===== src/rtl/scanout_dma.sv =====
// scanout_dma: fetches an active-video frame from memory as bounded read
// bursts and streams the returned pixel pairs to a downstream pixel FIFO.
//
// Ports
//   clk, reset            sole clock, asynchronous active-high reset
//   dmastart              frame-start pulse; base/stride/hact/vact sampled here
//   fifofree              free 48-bit words in the downstream pixel FIFO
//   rdreq/rdaddr/rdlen    read request (byte address, beats minus one)
//   rdack                 request accepted
//   rddata/rdvalid        returned beats, in request order
//   dmado/dmavalid        pixel pair {rddata[55:32], rddata[23:0]}, one cycle later
//   busy                  frame in progress
//   err                   sticky: beat returned with nothing outstanding
module scanout_dma #(
  parameter int unsigned BURST = 16,
  parameter int unsigned FIFOW = 10
) (
  input  logic             clk,
  input  logic             reset,
  input  logic             dmastart,
  input  logic [31:0]      base,
  input  logic [15:0]      stride,
  input  logic [15:0]      hact,
  input  logic [15:0]      vact,
  input  logic [FIFOW-1:0] fifofree,
  output logic             rdreq,
  output logic [31:0]      rdaddr,
  output logic [7:0]       rdlen,
  input  logic             rdack,
  input  logic [63:0]      rddata,
  input  logic             rdvalid,
  output logic [47:0]      dmado,
  output logic             dmavalid,
  output logic             busy,
  output logic             err
);

  localparam int unsigned OW = FIFOW + 1;
  localparam int unsigned NW = ((OW > 16) ? OW : 16) + 1;
  localparam logic [15:0] BURST_L = 16'(BURST);

  typedef enum logic [1:0] {IDLE, ISSUE, DRAIN} state_t;

  state_t        state_q, state_d;
  logic [15:0]   stride_q, stride_d;
  logic [15:0]   hbeats_q, hbeats_d;
  logic [15:0]   vlast_q, vlast_d;
  logic [15:0]   line_q, line_d;
  logic [31:0]   lineaddr_q, lineaddr_d;
  logic [31:0]   addr_q, addr_d;
  logic [15:0]   left_q, left_d;
  logic [OW-1:0] outst_q, outst_d;
  logic [OW-1:0] drop_q, drop_d;
  logic          stale_q, stale_d;
  logic          rdreq_q, rdreq_d;
  logic [31:0]   rdaddr_q, rdaddr_d;
  logic [7:0]    rdlen_q, rdlen_d;
  logic [47:0]   dmado_q, dmado_d;
  logic          dmavalid_q, dmavalid_d;
  logic          busy_q, busy_d;
  logic          err_q, err_d;

  // Burst sizing and request accounting
  logic [15:0]   len_c, req_len_c;
  logic          fifo_ok_c, ack_c, live_ack_c, stale_ack_c;
  logic          take_drop_c, take_out_c, bad_c;
  logic          restart_c, start_ok_c, last_burst_c;
  logic [OW-1:0] outst_n_c, drop_n_c;
  logic          unused_ok_c;

  assign len_c       = (left_q > BURST_L) ? BURST_L : left_q;
  assign req_len_c   = 16'(rdlen_q) + 16'd1;
  assign fifo_ok_c   = NW'(fifofree) >= (NW'(outst_q) + NW'(len_c));
  assign ack_c       = rdreq_q & rdack;
  // A request issued before a restart belongs to the abandoned frame.
  assign live_ack_c  = ack_c & ~stale_q;
  assign stale_ack_c = ack_c & stale_q;
  // Beats return in request order, so abandoned beats are consumed first.
  assign take_drop_c = rdvalid & (drop_q != '0);
  assign take_out_c  = rdvalid & (drop_q == '0) & (outst_q != '0);
  assign bad_c       = rdvalid & (drop_q == '0) & (outst_q == '0);
  assign outst_n_c   = outst_q + (live_ack_c ? OW'(req_len_c) : '0) - OW'(take_out_c);
  assign drop_n_c    = drop_q + (stale_ack_c ? OW'(req_len_c) : '0) - OW'(take_drop_c);
  assign restart_c   = dmastart & (state_q != IDLE);
  // hact is in pixels and must give at least one 2-pixel beat.
  assign start_ok_c  = dmastart & (hact[15:1] != 15'd0) & (vact != 16'd0);
  assign last_burst_c = (left_q == req_len_c);
  assign unused_ok_c = ^{rddata[63:56], rddata[31:24], hact[0]};

  // Next-state and output logic
  always_comb begin
    state_d    = state_q;
    stride_d   = stride_q;
    hbeats_d   = hbeats_q;
    vlast_d    = vlast_q;
    line_d     = line_q;
    lineaddr_d = lineaddr_q;
    addr_d     = addr_q;
    left_d     = left_q;
    outst_d    = outst_n_c;
    drop_d     = drop_n_c;
    stale_d    = stale_q;
    rdreq_d    = rdreq_q;
    rdaddr_d   = rdaddr_q;
    rdlen_d    = rdlen_q;
    dmado_d    = dmado_q;
    dmavalid_d = take_out_c;
    err_d      = err_q | bad_c;

    if (ack_c) begin
      rdreq_d = 1'b0;
      stale_d = 1'b0;
    end

    case (state_q)
      IDLE: begin
      end
      ISSUE: begin
        if (live_ack_c) begin
          if (last_burst_c) begin
            if (line_q == vlast_q) begin
              state_d = DRAIN;
            end else begin
              line_d     = line_q + 16'd1;
              lineaddr_d = lineaddr_q + 32'(stride_q);
              addr_d     = lineaddr_q + 32'(stride_q);
              left_d     = hbeats_q;
            end
          end else begin
            addr_d = addr_q + {13'd0, req_len_c, 3'd0};
            left_d = left_q - req_len_c;
          end
        end else if (!rdreq_q && (left_q != 16'd0) && fifo_ok_c && !dmastart) begin
          rdreq_d  = 1'b1;
          rdaddr_d = addr_q;
          rdlen_d  = 8'(len_c - 16'd1);
        end
      end
      DRAIN: begin
        if (outst_q == '0) state_d = IDLE;
      end
      default: state_d = IDLE;
    endcase

    // Restart: everything still in flight is discarded on return.
    if (restart_c) begin
      drop_d  = drop_n_c + outst_n_c;
      outst_d = '0;
      if (rdreq_q && !ack_c) stale_d = 1'b1;
      if (!start_ok_c) state_d = IDLE;
    end

    if (start_ok_c) begin
      state_d    = ISSUE;
      stride_d   = stride;
      hbeats_d   = {1'b0, hact[15:1]};
      vlast_d    = vact - 16'd1;
      line_d     = 16'd0;
      lineaddr_d = base;
      addr_d     = base;
      left_d     = {1'b0, hact[15:1]};
    end

    if (take_out_c) dmado_d = {rddata[55:32], rddata[23:0]};
    busy_d = (state_d != IDLE);
  end

  // State and output registers
  always_ff @(posedge clk or posedge reset) begin
    if (reset) begin
      state_q    <= IDLE;
      stride_q   <= '0;
      hbeats_q   <= '0;
      vlast_q    <= '0;
      line_q     <= '0;
      lineaddr_q <= '0;
      addr_q     <= '0;
      left_q     <= '0;
      outst_q    <= '0;
      drop_q     <= '0;
      stale_q    <= 1'b0;
      rdreq_q    <= 1'b0;
      rdaddr_q   <= '0;
      rdlen_q    <= '0;
      dmado_q    <= '0;
      dmavalid_q <= 1'b0;
      busy_q     <= 1'b0;
      err_q      <= 1'b0;
    end else begin
      state_q    <= state_d;
      stride_q   <= stride_d;
      hbeats_q   <= hbeats_d;
      vlast_q    <= vlast_d;
      line_q     <= line_d;
      lineaddr_q <= lineaddr_d;
      addr_q     <= addr_d;
      left_q     <= left_d;
      outst_q    <= outst_d;
      drop_q     <= drop_d;
      stale_q    <= stale_d;
      rdreq_q    <= rdreq_d;
      rdaddr_q   <= rdaddr_d;
      rdlen_q    <= rdlen_d;
      dmado_q    <= dmado_d;
      dmavalid_q <= dmavalid_d;
      busy_q     <= busy_d;
      err_q      <= err_d;
    end
  end

  assign rdreq    = rdreq_q;
  assign rdaddr   = rdaddr_q;
  assign rdlen    = rdlen_q;
  assign dmado    = dmado_q;
  assign dmavalid = dmavalid_q;
  assign busy     = busy_q;
  assign err      = err_q;

endmodule

===== config.mk =====
export PLATFORM = sky130hd
export DESIGN_NAME = scanout_dma
export DESIGN_NICKNAME = d
export VERILOG_FILES = /design/src/rtl/scanout_dma.sv
export SDC_FILE = /design/constraint.sdc
export NUM_CORES = 1
export LEC_CHECK = 0
export ABC_AREA = 1
export ABC_CLOCK_PERIOD_IN_PS = 21900
export CAP_MARGIN = 0
export CORE_AREA = 4 4 252 254
export DETAILED_ROUTE_END_ITERATION = 10
export DIE_AREA = 0 0 256 258
export HOLD_SLACK_MARGIN = 0.15
export PLACE_DENSITY_LB_ADDON = 0.1
export SLEW_MARGIN = 20
export SYNTH_ARGS = -nofsm -noshare
export SYNTH_HDL_FRONTEND = slang
export SYNTH_SLANG_ARGS = --single-unit
export TNS_END_PERCENT = 10

===== constraint.sdc =====
create_clock -name clk -period 21.9 [get_ports clk]
set_clock_uncertainty 0.1 [all_clocks]
set_input_delay 4.38 -clock clk [delete_from_list [all_inputs] [get_ports clk]]
set_output_delay 4.38 -clock clk [all_outputs]
set_load 0.01 [all_outputs]

Yosys cells after proc, flatten, opt, wreduce, memory -nomap -nowiden:

Index checks and enable logic that the tools add are counted.

* flip-flop bits (word level): 260
* output and inout bits: 92
* word-level logic and storage cells: 113

* add/sub/neg operators: 13
* order comparisons: 2
* equal/unequal tests: 6
* muxes and demuxes: 38
* bitwise gates (word level): 13
* reductions and logical operators: 23

Operator list (count)
* $mux 32: 9
* $mux 16: 11
* $add 32x12->32: 1
* $add 32x16->32: 1
* $reduce_bool 16->1: 2
* $add 11x9->11: 2
* $logic_not 11->1: 2
* $mux 11: 2
* $reduce_bool 11->1: 2
* $sub 11x1->11: 2
* $mux 9: 2
* $add 11x16->17: 1
* $ge 10x17->1: 1
* $add 16x1->16 const B: 1
* $eq 16x16->1: 1
* $eq 16x9->1: 1
* $gt 16x5->1 const B: 1
* $sub 16x1->16 const B: 1
* $sub 16x9->16: 1
* $reduce_bool 15->1: 1
* $mux 2: 6
* $add 11x11->11: 1
* $and 1x1->1: 10
* $reduce_bool 2->1: 5
* 15 further kinds: 28

Longest topological paths before layout:

Gate-level depths: netlist of run 1.

* depth in word-level cells: 9
* mapped depth: 34
* depth with buffers taken out: 34

Worst setup path before layout of run 1:

OpenSTA, ideal clock, no wires.

* path type: input -> register
* from: input port rdack
* to: register drop_q[10]
* setup time: 113 ps
* data arrival time: 7466 ps
* data required time: 21687 ps
* slack: 14221 ps
* stages: 22
* path buffers: 0
* cell sequence: nand2_1 > nor2_1 > nand2_1 > ha_1 > inv_1 > ha_1 > fa_1 > nand3_1 > nand2_1 > a211o_1 > xor2_1 > inv_1 > ha_1 > inv_1 > nor3_1 > nand3_1 > nand3_1 > nand3_1 > nand3_1 > nand2_1 > nand2_1 > inv_1

* word-level cells in the longest chain between the ends: 7
* elaborated cells on any way between the ends: 11

Ends and longest elaborated chain
* from (decl): RTL line 29 `input logic rdack,`
* $and 1x1->1 (*): RTL line 74 `assign ack_c = rdreq_q & rdack;`
* $and 1x1->1 (on tied branches): RTL line 77, 76
* $mux 9 (on tied branches): RTL line 83, 82
* $add 11x9->11 (on tied branches): RTL line 83, 82
* $sub 11x1->11 (on tied branches): RTL line 83, 82
* $add 11x11->11: RTL line 147 `drop_d = drop_n_c + outst_n_c;`
* $mux 11 (*): RTL line 146 `if (restart_c) begin`
* via drop_d[10]: RTL line 53 `logic [OW-1:0] drop_q, drop_d;`
* to (signal assigned): RTL line 199 `drop_q <= drop_d;`
* to (decl): RTL line 53

The timed path passes the listed nets; every way through them passes the cells marked *.
A chain may end at the register's enable or synchronous reset.

Final worst setup path of run 1:

* from: input port rdvalid
* to: register drop_q[9]

* word-level cells in the longest chain between the ends: 5
* elaborated cells on any way between the ends: 7

Ends and longest elaborated chain
* from (decl): RTL line 31 `input logic rdvalid,`
* $and 1x1->1 (2 in a row): RTL line 80 `assign take_out_c = rdvalid & (drop_q == '0) & (outst_q != '0);`
* $sub 11x1->11: RTL line 82 `assign outst_n_c = outst_q + (live_ack_c ? OW'(req_len_c) : '0) - OW'(take_out_c);`
* $add 11x11->11: RTL line 147
* $mux 11 (*): RTL line 146
* via drop_d[9]: RTL line 53

Marks and branches as above.

==> results of run 1 <==
==> critical path: stages <==
cell	delay, ns
clkdlybuf4s50_1	0.46
nand3_2	0.09
buf_4	0.47
inv_2	0.53
ha_1	0.46
inv_1	0.04
ha_1	0.20
fa_1	0.47
nand3_1	0.12
nand2_1	0.09
nand2_1	0.08
nand2_1	0.07
or2_2	0.27
nand2_1	0.08
inv_1	0.05
ha_1	0.31
inv_1	0.09
nor3_1	0.31
o21ai_0	0.25
nand3_1	0.14
nand2_1	0.05
nand3_1	0.08
nand2_1	0.07
==> routing by layer <==
| metal | routed length (um) | vias up | GRT usage, % | part of all wire, % |
|---|---|---|---|---|
| li1 | - | 8847 | - | - |
| met1 | 30400 | 8241 | 26.6 | 47 |
| met2 | 29100 | 408 | 30.7 | 45 |
| met3 | 3640 | 90 | 3.46 | 5.6 |
| met4 | 1780 | 0 | 5.74 | 2.7 |
| met5 | 0 | - | 0 | 0 |
==> path summary, 6_finish.rpt <==
path | startpoint | end | slack, ns | depth (start not counted)
setup / recovery | rdvalid | drop_q[9]$_DFF_PP0_ | 13.01 | 23
hold / removal | hbeats_q[8]$_DFFE_PP0P_ | hbeats_q[8]$_DFFE_PP0P_ | 0.37 | 2
setup reg to reg | outst_q[9]$_DFF_PP0_ | drop_q[9]$_DFF_PP0_ | 16.22 | 26
hold reg to reg | hbeats_q[8]$_DFFE_PP0P_ | hbeats_q[8]$_DFFE_PP0P_ | 0.37 | 2
max in group asynchronous | reset | dmado[29]$_DFFE_PP0P_ | 15.37 | 4
min in group asynchronous | reset | stride_q[0]$_DFFE_PP0P_ | 4.20 | 2
==> power by group through the flow <==
stage | clock network (mW) | registers (mW) | logic [mW]
global placement | 0 | 0.708 | 1.67
finish | 0.592 | 0.701 | 1.68
detailed placement | 0 | 0.709 | 1.67
CTS | 0.611 | 0.703 | 1.68
floorplan | 0 | 0.697 | 1.17
global route | 0.628 | 0.719 | 1.92
==> cell usage after synthesis, types with 8 or more instances <==
master / count
clkbuf_1: 12
a21boi_1: 12
ha_1: 106
a21o_1: 10
xor2_1: 50
o21ai_1: 31
o21ai_0: 118
a22oi_1: 13
nand3_1: 194
nor2_1: 218
inv_1: 344
a21oi_1: 69
o31ai_1: 12
nor3_1: 37
xnor2_1: 22
inv_2: 13
nand3b_1: 9
dfrtp_1: 260
nor4_1: 10
nand2_1: 897
a21boi_0: 11
buf_2: 39
nand4_1: 42
and2_1: 8
==> stage by stage <==
stage / hold slack [ns] / util, % / power (mW) / instances / cell area (um2)
after floorplan: 0.338 / - / 1.86 / 2633 / 18200
after global placement: 0.356 / 34.7 / 2.38 / 3605 / 21300
after detailed placement: 0.364 / 34.7 / 2.38 / 3605 / 21300
after CTS: 0.379 / 36.6 / 3.00 / 3670 / 22400
after global routing: 0.385 / 36.6 / 3.27 / 3670 / 22400
final: 0.369 / 36.6 / 2.97 / 3671 / 22400
==> cell usage in the layout, fill, tap and decap left out, types with 37 or more instances in the layout <==
cell type and n:
clkdlybuf4s50_1 233, o21ai_0 118, nor3_1 37, nand2_1 897
nand3_1 193, clkbuf_16 37, nand4_1 42, dfrtp_1 260
nor2_1 218, ha_1 106, inv_1 343, xor2_1 50
a21oi_1 69
==> cell type report <==
class                      instances  area share [%]
sequential                       260            29.0
clock buffer                      48            4.54
inverter                         358            6.02
clock inverter                    17           0.697
tap                              790            4.41
timing repair buffer             246            10.8
antenna                            1          0.0112
multi-input combinational       1951            44.5
==> flip-flops by register name, indices dropped and copies added (netlist names) <==
signal and count:
rdlen 8, outst_q 11, vlast_q 16, rdreq 1, line_q 16, busy 1, dmado 48, lineaddr_q 32
hbeats_q 15, stride_q 16, addr_q 32, dmavalid 1, left_q 16, stale_q 1, state_q 2, rdaddr 32
drop_q 11, err 1
==> logic make-up (layout without fill, tap and decap cells) <==
| family | count (synthesis) | count (layout) | share of synthesized area, % |
|---|---|---|---|
| and+or+nand+nor | 1443 | 1443 | 33.1 |
| buffers and inverters | 422 | 669 | 9.40 |
| AOI/OAI and AO/OA | 318 | 318 | 10.2 |
| DFF | 260 | 260 | 35.8 |
| adders and majority gates | 113 | 113 | 8.07 |
| xor gates and xnor gates | 72 | 72 | 3.47 |
| other | 1 | 6 | 0.0206 |
==> results by group, run 1 <==
Timing
  • Max-slew violations: 0
  • Setup ws final: around 13 ns
  • Slew of the pin with the lowest slew margin: 0.947 ns
  • F_max: 112 MHz
  • Setup repair after global routing missed its margin: no
  • Final setup fails: 0
  • Fin crit share: between 40 and 50%
  • Min Clock Period, post-route: ~9 ns
  • Sum Neg Setup Slack: 0 ns
  • Endpoints failing hold: 0
  • Slew HR: a little under two fifths

Floorplanning
  • # rows: 91
  • IO Pins: 251
  • Die X: 256 um
  • Initial Utilization: 29.7%
  • Vert. Die Dim: 258 um
  • Total core area: 61300 um2
  • Die area: 66000 um2

Yosys
  • Yosys warns: 0
  • Asr flop ratio synth: 100%
  • Yosys top cell by area: dfrtp_1
  • Number of synthesized flops with an enable pin: 0
  • Gate count after technology mapping: 2629
  • Synth Cell Area: between 15000 and 20000 um2
  • Yosys reg bits: 260
  • Count of distinct cell types in the synthesized netlist: 51
  • Top_reg_cell synth: dfrtp_1
  • Synth top area cells: dfrtp_1, nand2_1, ha_1
  • Top-area cell type share of the netlist area: 35.8%
  • Sequential cell area fraction in the yosys report: 35.8%
  • Syn_area_per_cell: between 6 and 7 um2

Layout
  • Nets: 3125
  • Area of the multi-input gates: 9980 um2
  • Share of cells above drive strength 1: 4.10%
  • Sequential cell area: between 6000 and 7000 um2
  • Area grow syn2layout: 23.4%
  • FILL cells: 6560

GRT
  • Total global-route track usage: 19.2%
  • Vias in the first global route: 17400
  • Pin count of the biggest net entering global routing: 86
  • First-pass GRT wire length: 101 mm
  • Total grt overflow: 0
  • Initial antenna violation count: 1

Worst setup path
  • CP Capture Type: flop
  • Worst Setup Start Kind: input port
  • Critical path class: input port to flop
  • CP required: about 22 ns
  • Worst Path Arrival: 9.23 ns
  • Worst-path maximum fanout: 50

Pwr
  • Lkg Pwr: roughly 11 nW
  • Comb pwr share: between 50% and 60%
  • Sw Share: 46.7%
  • Switching power total: around 1.4 mW
  • Sequential share of power: between 20% and 30%
  • Clock power frac: 19.9%
  • Max VDD drop: between 0.09 and 0.1 mV
  • PD cells: 132 nW/um2
  • Internal power: 1.58 mW

Clock tree
  • CTS tree: built
  • CTS H-Tree Depth: 2
  • Clock tree buffer depth: 3
  • Worst-path clk slew: 0.05 ns
  • CTS Root Cell: clkbuf_16
  • Postcts setup bufs: 0
  • CTS Hold Buffers Added: 0
  • Clock latency on the worst-skew pair: 0.56 ns
  • Post_cts resized: 0
  • Total CTS buffers: 36
  • # clock sinks: 260

Detailed routing
  • Avg Vias per Cell: 4.79
  • Detailed Routing Iterations Pass 1: 7
  • Antenna viol nets, final: 0
  • DR vias: ~18000
  • Average wire per standard cell: 17.7 um
  • Post-route DRC: 0
  • Post-Route WL: approximately 65 mm
  • Iter 0 DRT Violations: 1135

Placement
  • Hpwl dp: 49.3 mm
  • Port Buffer Count: 233
  • GPL Wtd Cong: about 0.9
  • Worst slack, placed: between 10 and 15 ns

Run
  • Max-cap violations: 0

Min path
  • Hold WC Path Type: flop to flop

Status
  • Status: completed
Note: power is estimated with default switching activity, not from simulation.
==> run 2, diff against run 1 <==
ABC_CLOCK_PERIOD_IN_PS = 9040   (was 21900)
clock period = 9.04 ns   (was 21.9 ns; I/O delays follow)
==> run 2 against run 1 <==
Worst setup slack lost 10 ns. Die area is the same. Clock power rose to 2.6 times the previous value. Sequential share of layout area down 0.10 points. Cell count hardly changed. Largest power group unchanged.
==> results by group, run 2 (synthesis gave the netlist of run 1 again) <==
Worst setup path
  • Worst Path Arrival: 6.51 ns (-2.72 ns)
  • CP required: 9.39 ns (-12.85 ns)
  • Worst Setup Start Kind: input port
  • CP Capture Type: flop
  • Critical path class: input port to flop
  • Worst-path maximum fanout: 50 (unchanged)

Layout
  • Post-route cell area: 22500 um2 (+0.36%)
  • Commonest non-fill, non-tap cell in the layout: nand2_1
  • Share of cells above drive strength 1: 4.17% (+0.071 points)
  • Most frequent cells in the layout: nand2_1, inv_1, dfrtp_1
  • Nets: 3125 (unchanged)
  • Layout Cells excl Fill: 3673 (+0.054%)
  • FILL cells: 6555 (-0.076%)
  • Max reg flops: 48 (unchanged)
  • Area grow syn2layout: 23.9%

Placement
  • # placed instances: 3605 (unchanged)
  • GPL Wtd Cong: 0.911 (+0.93%)
  • Hpwl dp: 49.5 mm (+0.37%)
  • Port Buffer Count: 233 (unchanged)
  • Area after DPL: 21300 um2 (about the same)

Detailed routing
  • Antenna viol nets, final: 0 (unchanged)
  • Post-Route WL: 64.9 mm (about the same)
  • DR vias: 17500 (-0.53%)
  • Average wire per standard cell: 17.7 um (about the same)
  • Detailed Routing Iterations Pass 1: 5 (-2)
  • Iter 0 DRT Violations: 1310 (+15%)
  • Post-route DRC: 0 (unchanged)
  • Avg Vias per Cell: 4.76 (-0.59%)

Floorplanning
  • Die X: 256 um (unchanged)
  • # rows: 91 (unchanged)
  • Die area: 66000 um2 (unchanged)
  • Vert. Die Dim: 258 um (unchanged)
  • Total core area: 61300 um2 (unchanged)
  • IO Pins: 251 (unchanged)
  • Initial Utilization: 29.7% (unchanged)

Pwr
  • Lkg Pwr: 11.4 nW (+0.24%)
  • Max VDD drop: 0.387 mV (+320%)
  • PD cells: 321 nW/um2 (+140%)
  • Power, Total: 7.23 mW (+140%)

Timing
  • Endpoints failing hold: 0 (unchanged)
  • Max-slew violations: 0 (unchanged)
  • Hold Slack: 0.368 ns (-0.000820 ns)
  • Min Clock Period, post-route: a little over 6 ns
  • Slew of the pin with the lowest slew margin: 1.00 ns (+0.0579 ns)
  • Slew HR: 33.0% (-3.9 points)
  • Sum Neg Setup Slack: 0 ns (unchanged)
  • Setup repair after global routing missed its margin: no
  • Final setup fails: 0 (unchanged)
  • Fin crit share: 68.2%
  • F_max: between 150 and 200 MHz

Clock tree
  • CTS Hold Buffers Added: 0 (unchanged)
  • CTS Root Cell: clkbuf_16
  • Clock latency on the worst-skew pair: 0.56 ns (about the same)
  • Clock tree buffer depth: 3 (unchanged)
  • Postcts setup bufs: 0 (unchanged)
  • CTS H-Tree Depth: 2 (unchanged)
  • CTS tree: built
  • Worst-path clk slew: 0.05 ns (about the same)
  • # clock sinks: 260 (unchanged)
  • Total CTS buffers: 36 (unchanged)
  • Post_cts resized: 0 (unchanged)

Min path
  • Hold WC Path Type: flop to flop

GRT
  • Vias in the first global route: 17200 (-1.4%)
  • Initial antenna violation count: 6 (+5)
  • Pin count of the biggest net entering global routing: 156 (+81%)
  • Total global-route track usage: 19.1% (-0.11 points)
  • Total grt overflow: 0 (unchanged)
  • First-pass GRT wire length: 100 mm (-0.81%)

Status
  • Status: completed

Run
  • Max-cap violations: 0 (unchanged)
-- run 2: worst max-delay path, stage by stage --
cell,delay (ns)
clkdlybuf4s50_1,0.45
nand3_2,0.09
buf_4,0.46
inv_2,0.51
ha_1,0.47
inv_1,0.04
ha_1,0.20
fa_1,0.45
nand3_1,0.12
nand2_1,0.09
nand2_1,0.07
nand2_1,0.06
or2_2,0.27
nand2_1,0.08
inv_1,0.05
ha_1,0.31
inv_1,0.10
nor3_1,0.27
nand3_1,0.12
nand3_1,0.13
nand3_1,0.11
nand3_1,0.09
nand2_1,0.06
nand2_1,0.06
inv_1,0.04
-- run 2: layout make-up --
type / count / area (um2) / area share [%]
inverters: 358 / 1350 / 5.99
multi-input cells: 1951 / 9980 / 44.3
clock buffers: 45 / 995 / 4.42
well taps: 790 / 988 / 4.39
flip-flops and latches: 260 / 6510 / 28.9
diodes: 4 / 10.0 / 0.0445
repair buffers: 246 / 2440 / 10.9
clock inverters: 19 / 243 / 1.08
-- run 2: final timing paths --
path / cells after the start / from / slack [ns] / to
worst max-delay path: 25 / rdvalid / 2.87 / drop_q[10]$_DFF_PP0_
worst min-delay path: 2 / hbeats_q[8]$_DFFE_PP0P_ / 0.37 / hbeats_q[8]$_DFFE_PP0P_
worst max register to register: 28 / outst_q[9]$_DFF_PP0_ / 3.47 / drop_q[10]$_DFF_PP0_
worst min register to register: 2 / hbeats_q[8]$_DFFE_PP0P_ / 0.37 / hbeats_q[8]$_DFFE_PP0P_
max in group asynchronous: 4 / reset / 5.69 / left_q[2]$_DFFE_PP0P_
min in group asynchronous: 3 / reset / 1.77 / vlast_q[15]$_DFFE_PP0P_
-- run 2: through the flow --
step	util (%)	setup WS, ns
CTS	36.7	2.84
global placement	34.7	2.22
finish	36.7	2.87
floorplan	-	3.70
global route	36.7	2.43
detailed placement	34.7	2.25
-- run 2: per-layer routing --
layer / vias to the layer above / part of all wire [%] / GRT usage [%] / routed length (um)
met5: - / 0.011 / 0 / 7
met1: 8161 / 47 / 25.7 / 30200
met2: 391 / 45 / 31.3 / 29300
li1: 8855 / - / - / -
met3: 83 / 6.1 / 4.31 / 3950
met4: 2 / 2.2 / 4.80 / 1450
-- run 2: power by group --
part	internal [mW]	switching [mW]	total [mW]
sequential	1.46	0.234	1.69
clock	0.904	0.601	1.51
combinational	1.52	2.51	4.04
total	3.88	3.35	7.23
==> run 3, diff against run 2 <==
ABC_CLOCK_PERIOD_IN_PS = 5300   (was 9040)
clock period = 5.3 ns   (was 9.04 ns; I/O delays follow)
==> run 3 against run 2 <==
Cell count is 0.68% higher. Design area is 0.75% higher. Flip-flop and latch count stayed put. Die area stayed put. Register-to-register slack worse by 2.8 ns. Combinational power is 79% higher. Sequential share of layout area is 0.22 points lower. Via count hardly changed. Clock power is 65% higher. Count of clock-buffer cells in the layout is 9 higher. Largest cell class unchanged. Largest power group unchanged.
==> results by group, run 3 (synthesis gave the netlist of run 1 again) <==
Detailed routing
  • Post-route DRC: 0 (unchanged)
  • Average wire per standard cell: 17.6 um (-0.21%)
  • Antenna viol nets, final: 0 (unchanged)
  • Avg Vias per Cell: 4.73 (-0.69%)
  • Detailed Routing Iterations Pass 1: 7 (+2)
  • Iter 0 DRT Violations: 1154 (-12%)
  • DR vias: 17500 (-0.011%)
  • Post-Route WL: 65.2 mm (+0.47%)

Worst setup path
  • Slowest cell on crit path: dfrtp_1
  • R2R Setup Slk: 0.67 ns (-2.80 ns)
  • Max stage delay on crit path: 0.43 ns (-0.08 ns)
  • Worst-path maximum fanout: 5 (-90%)
  • Most used cell, CP: nand2_1
  • Worst Path Arrival: 4.96 ns (-1.55 ns)
  • Worst Setup Start Kind: flop
  • CP Capture Type: flop
  • R2R Path End: drop_q[10]$_DFF_PP0_
  • Path depth of the worst reg2reg path: 33 (+18%)
  • Critical path class: flop to flop
  • CP required: 5.63 ns (-3.76 ns)
  • Worst r2r src: rdlen[0]$_DFFE_PP0P_

Placement
  • GPL Wtd Cong: 0.958 (+5.2%)
  • Port Buffer Count: 233 (unchanged)
  • Hpwl dp: 49.9 mm (+0.90%)

Layout
  • Share of cells above drive strength 1: 4.82% (+0.65 points)
  • FILL cells: 6519 (-0.55%)
  • Most frequent cells in the layout: nand2_1, inv_1, dfrtp_1
  • Max reg flops: 48 (unchanged)
  • Area grow syn2layout: 24.8%
  • Commonest non-fill, non-tap cell in the layout: nand2_1
  • Nets: 3153 (+0.90%)

GRT
  • Total global-route track usage: 19.3% (+0.21 points)
  • GRT met3 Usage: 4.05% (-0.25 points)
  • First-pass GRT wire length: 101 mm (+0.96%)
  • Total grt overflow: 0 (unchanged)
  • Busiest grt layer: met2
  • Initial antenna violation count: 3 (-3)
  • GR Util met1: 26.9% (+1.2 points)
  • Vias in the first global route: 17500 (+1.8%)
  • Pin count of the biggest net entering global routing: 125 (-20%)
  • GRT met2 Usage: 30.7% (-0.62 points)

Pwr
  • Clock power frac: 19.7% (-1.1 points)
  • Comb pwr share: 57.3% (+1.5 points)
  • Lkg Pwr: 11.5 nW (+1.0%)
  • Sw Share: 45.6% (-0.72 points)
  • Switching power total: 5.75 mW (+71%)
  • Power, Total: 12.6 mW (+74%)
  • PD cells: 556 nW/um2 (+73%)
  • Internal power: 6.86 mW (+77%)
  • Sequential share of power: 23.0% (-0.4 points)
  • Max VDD drop: 0.812 mV (+110%)

Timing
  • Min Clock Period, post-route: 4.63 ns
  • Slew HR: 46.9% (+14 points)
  • Slew of the pin with the lowest slew margin: 0.797 ns (-0.207 ns)
  • Endpoints failing hold: 0 (unchanged)
  • F_max: 216 MHz
  • Final setup fails: 0 (unchanged)
  • Max-slew violations: 0 (unchanged)
  • Setup repair after global routing missed its margin: no
  • Fin crit share: 87.3%
  • Sum Neg Setup Slack: 0 ns (unchanged)

Clock tree
  • Clock tree buffer depth: 3 (unchanged)
  • Post_cts resized: 0 (unchanged)
  • # clock sinks: 260 (unchanged)
  • CTS tree: built
  • CTS H-Tree Depth: 2 (unchanged)
  • Postcts setup bufs: 0 (unchanged)
  • Total CTS buffers: 36 (unchanged)
  • CTS Root Cell: clkbuf_16
  • Clock latency on the worst-skew pair: 0.55 ns (about the same)
  • Worst-path clk slew: 0.05 ns (about the same)
  • CTS Hold Buffers Added: 0 (unchanged)

Run
  • Max-cap violations: 0 (unchanged)

Floorplanning
  • Vert. Die Dim: 258 um (unchanged)
  • IO Pins: 251 (unchanged)
  • Die area: 66000 um2 (unchanged)
  • Die X: 256 um (unchanged)
  • Initial Utilization: 29.7% (unchanged)
  • # rows: 91 (unchanged)
  • Total core area: 61300 um2 (unchanged)

Status
  • Status: completed

Min path
  • Hold endpoint: dmado[42]$_DFFE_PP0P_
  • Hold Path Origin: dmado[42]$_DFFE_PP0P_
  • Hold WC Path Type: flop to flop
  • WHS Path Cells: 2 (unchanged)
[run 3: cell types whose count changed in the layout (fill, tap and decap cells not counted), sizes merged]
cell / change
buf: +28
clkbuf: +9
clkinv: -6
diode: -3
bufinv: -1
clkinvlp: -1
inv: -1
[run 3: layer usage]
layer | wire length [um] | vias up
met1 | 31400 | 8119
met3 | 3570 | 84
met5 | 32 | -
met2 | 28600 | 371
li1 | - | 8912
met4 | 1490 | 4
[run 3: worst max-delay path by stage]
stage	to	depth (start not counted)	start	slack, ns
detailed placement	drop_q[10]$_DFF_PP0_	27	rdack	0.13
global route	drop_q[10]$_DFF_PP0_	33	rdlen[0]$_DFFE_PP0P_	0.20
finish	drop_q[10]$_DFF_PP0_	33	rdlen[0]$_DFFE_PP0P_	0.67
CTS	drop_q[10]$_DFF_PP0_	33	rdlen[0]$_DFFE_PP0P_	0.63
global placement	drop_q[10]$_DFF_PP0_	27	rdack	0.10
floorplan	addr_q[0]$_DFFE_PP0P_	1	reset	0.71
[run 3: critical path: cells and delay by family, from the launching register on]
family | cells | cell delay, ns
and+or+nand+nor | 19 | 1.80
adders and majority gates | 4 | 1.15
AOI/OAI and AO/OA | 2 | 0.34
buffers and inverters | 8 | 0.71
DFF | 1 | 0.43
[run 3: area by class of cell]
cell class | count | area (um2) | area share [%]
Antenna cell | 1 | 2.50 | 0.0110
Inverter | 358 | 1350 | 5.94
Multi-Input combinational cell | 1951 | 9980 | 44.0
Timing Repair Buffer | 274 | 2680 | 11.8
Tap cell | 790 | 988 | 4.36
Clock inverter | 10 | 140 | 0.618
Clock buffer | 54 | 1040 | 4.58
Sequential cell | 260 | 6510 | 28.7
[run 3: metrics by stage]
| stage | std cells | area (um2) | utilization [%] | hold slack (ns) | setup WS (ns) |
|---|---|---|---|---|---|
| 2_1_floorplan | 2633 | 18200 | - | 0.338 | 0.712 |
| 3_5_place_dp | 3633 | 21500 | 35.1 | 0.364 | 0.130 |
| 5_1_grt | 3697 | 22700 | 37.0 | 0.393 | 0.195 |
| 6_report | 3698 | 22700 | 37.0 | 0.374 | 0.672 |
| 4_1_cts | 3697 | 22700 | 37.0 | 0.378 | 0.635 |
| 3_3_place_gp | 3633 | 21500 | 35.1 | 0.354 | 0.103 |
[run 3: power by group through the flow]
stage / registers [mW] / logic [mW] / clock network, mW
2_1_floorplan: 2.88 / 4.82 / 0
3_3_place_gp: 2.92 / 7.21 / 0
3_5_place_dp: 2.91 / 7.24 / 0
4_1_cts: 2.89 / 7.29 / 2.58
5_1_grt: 2.96 / 8.23 / 2.66
6_report: 2.89 / 7.22 / 2.49
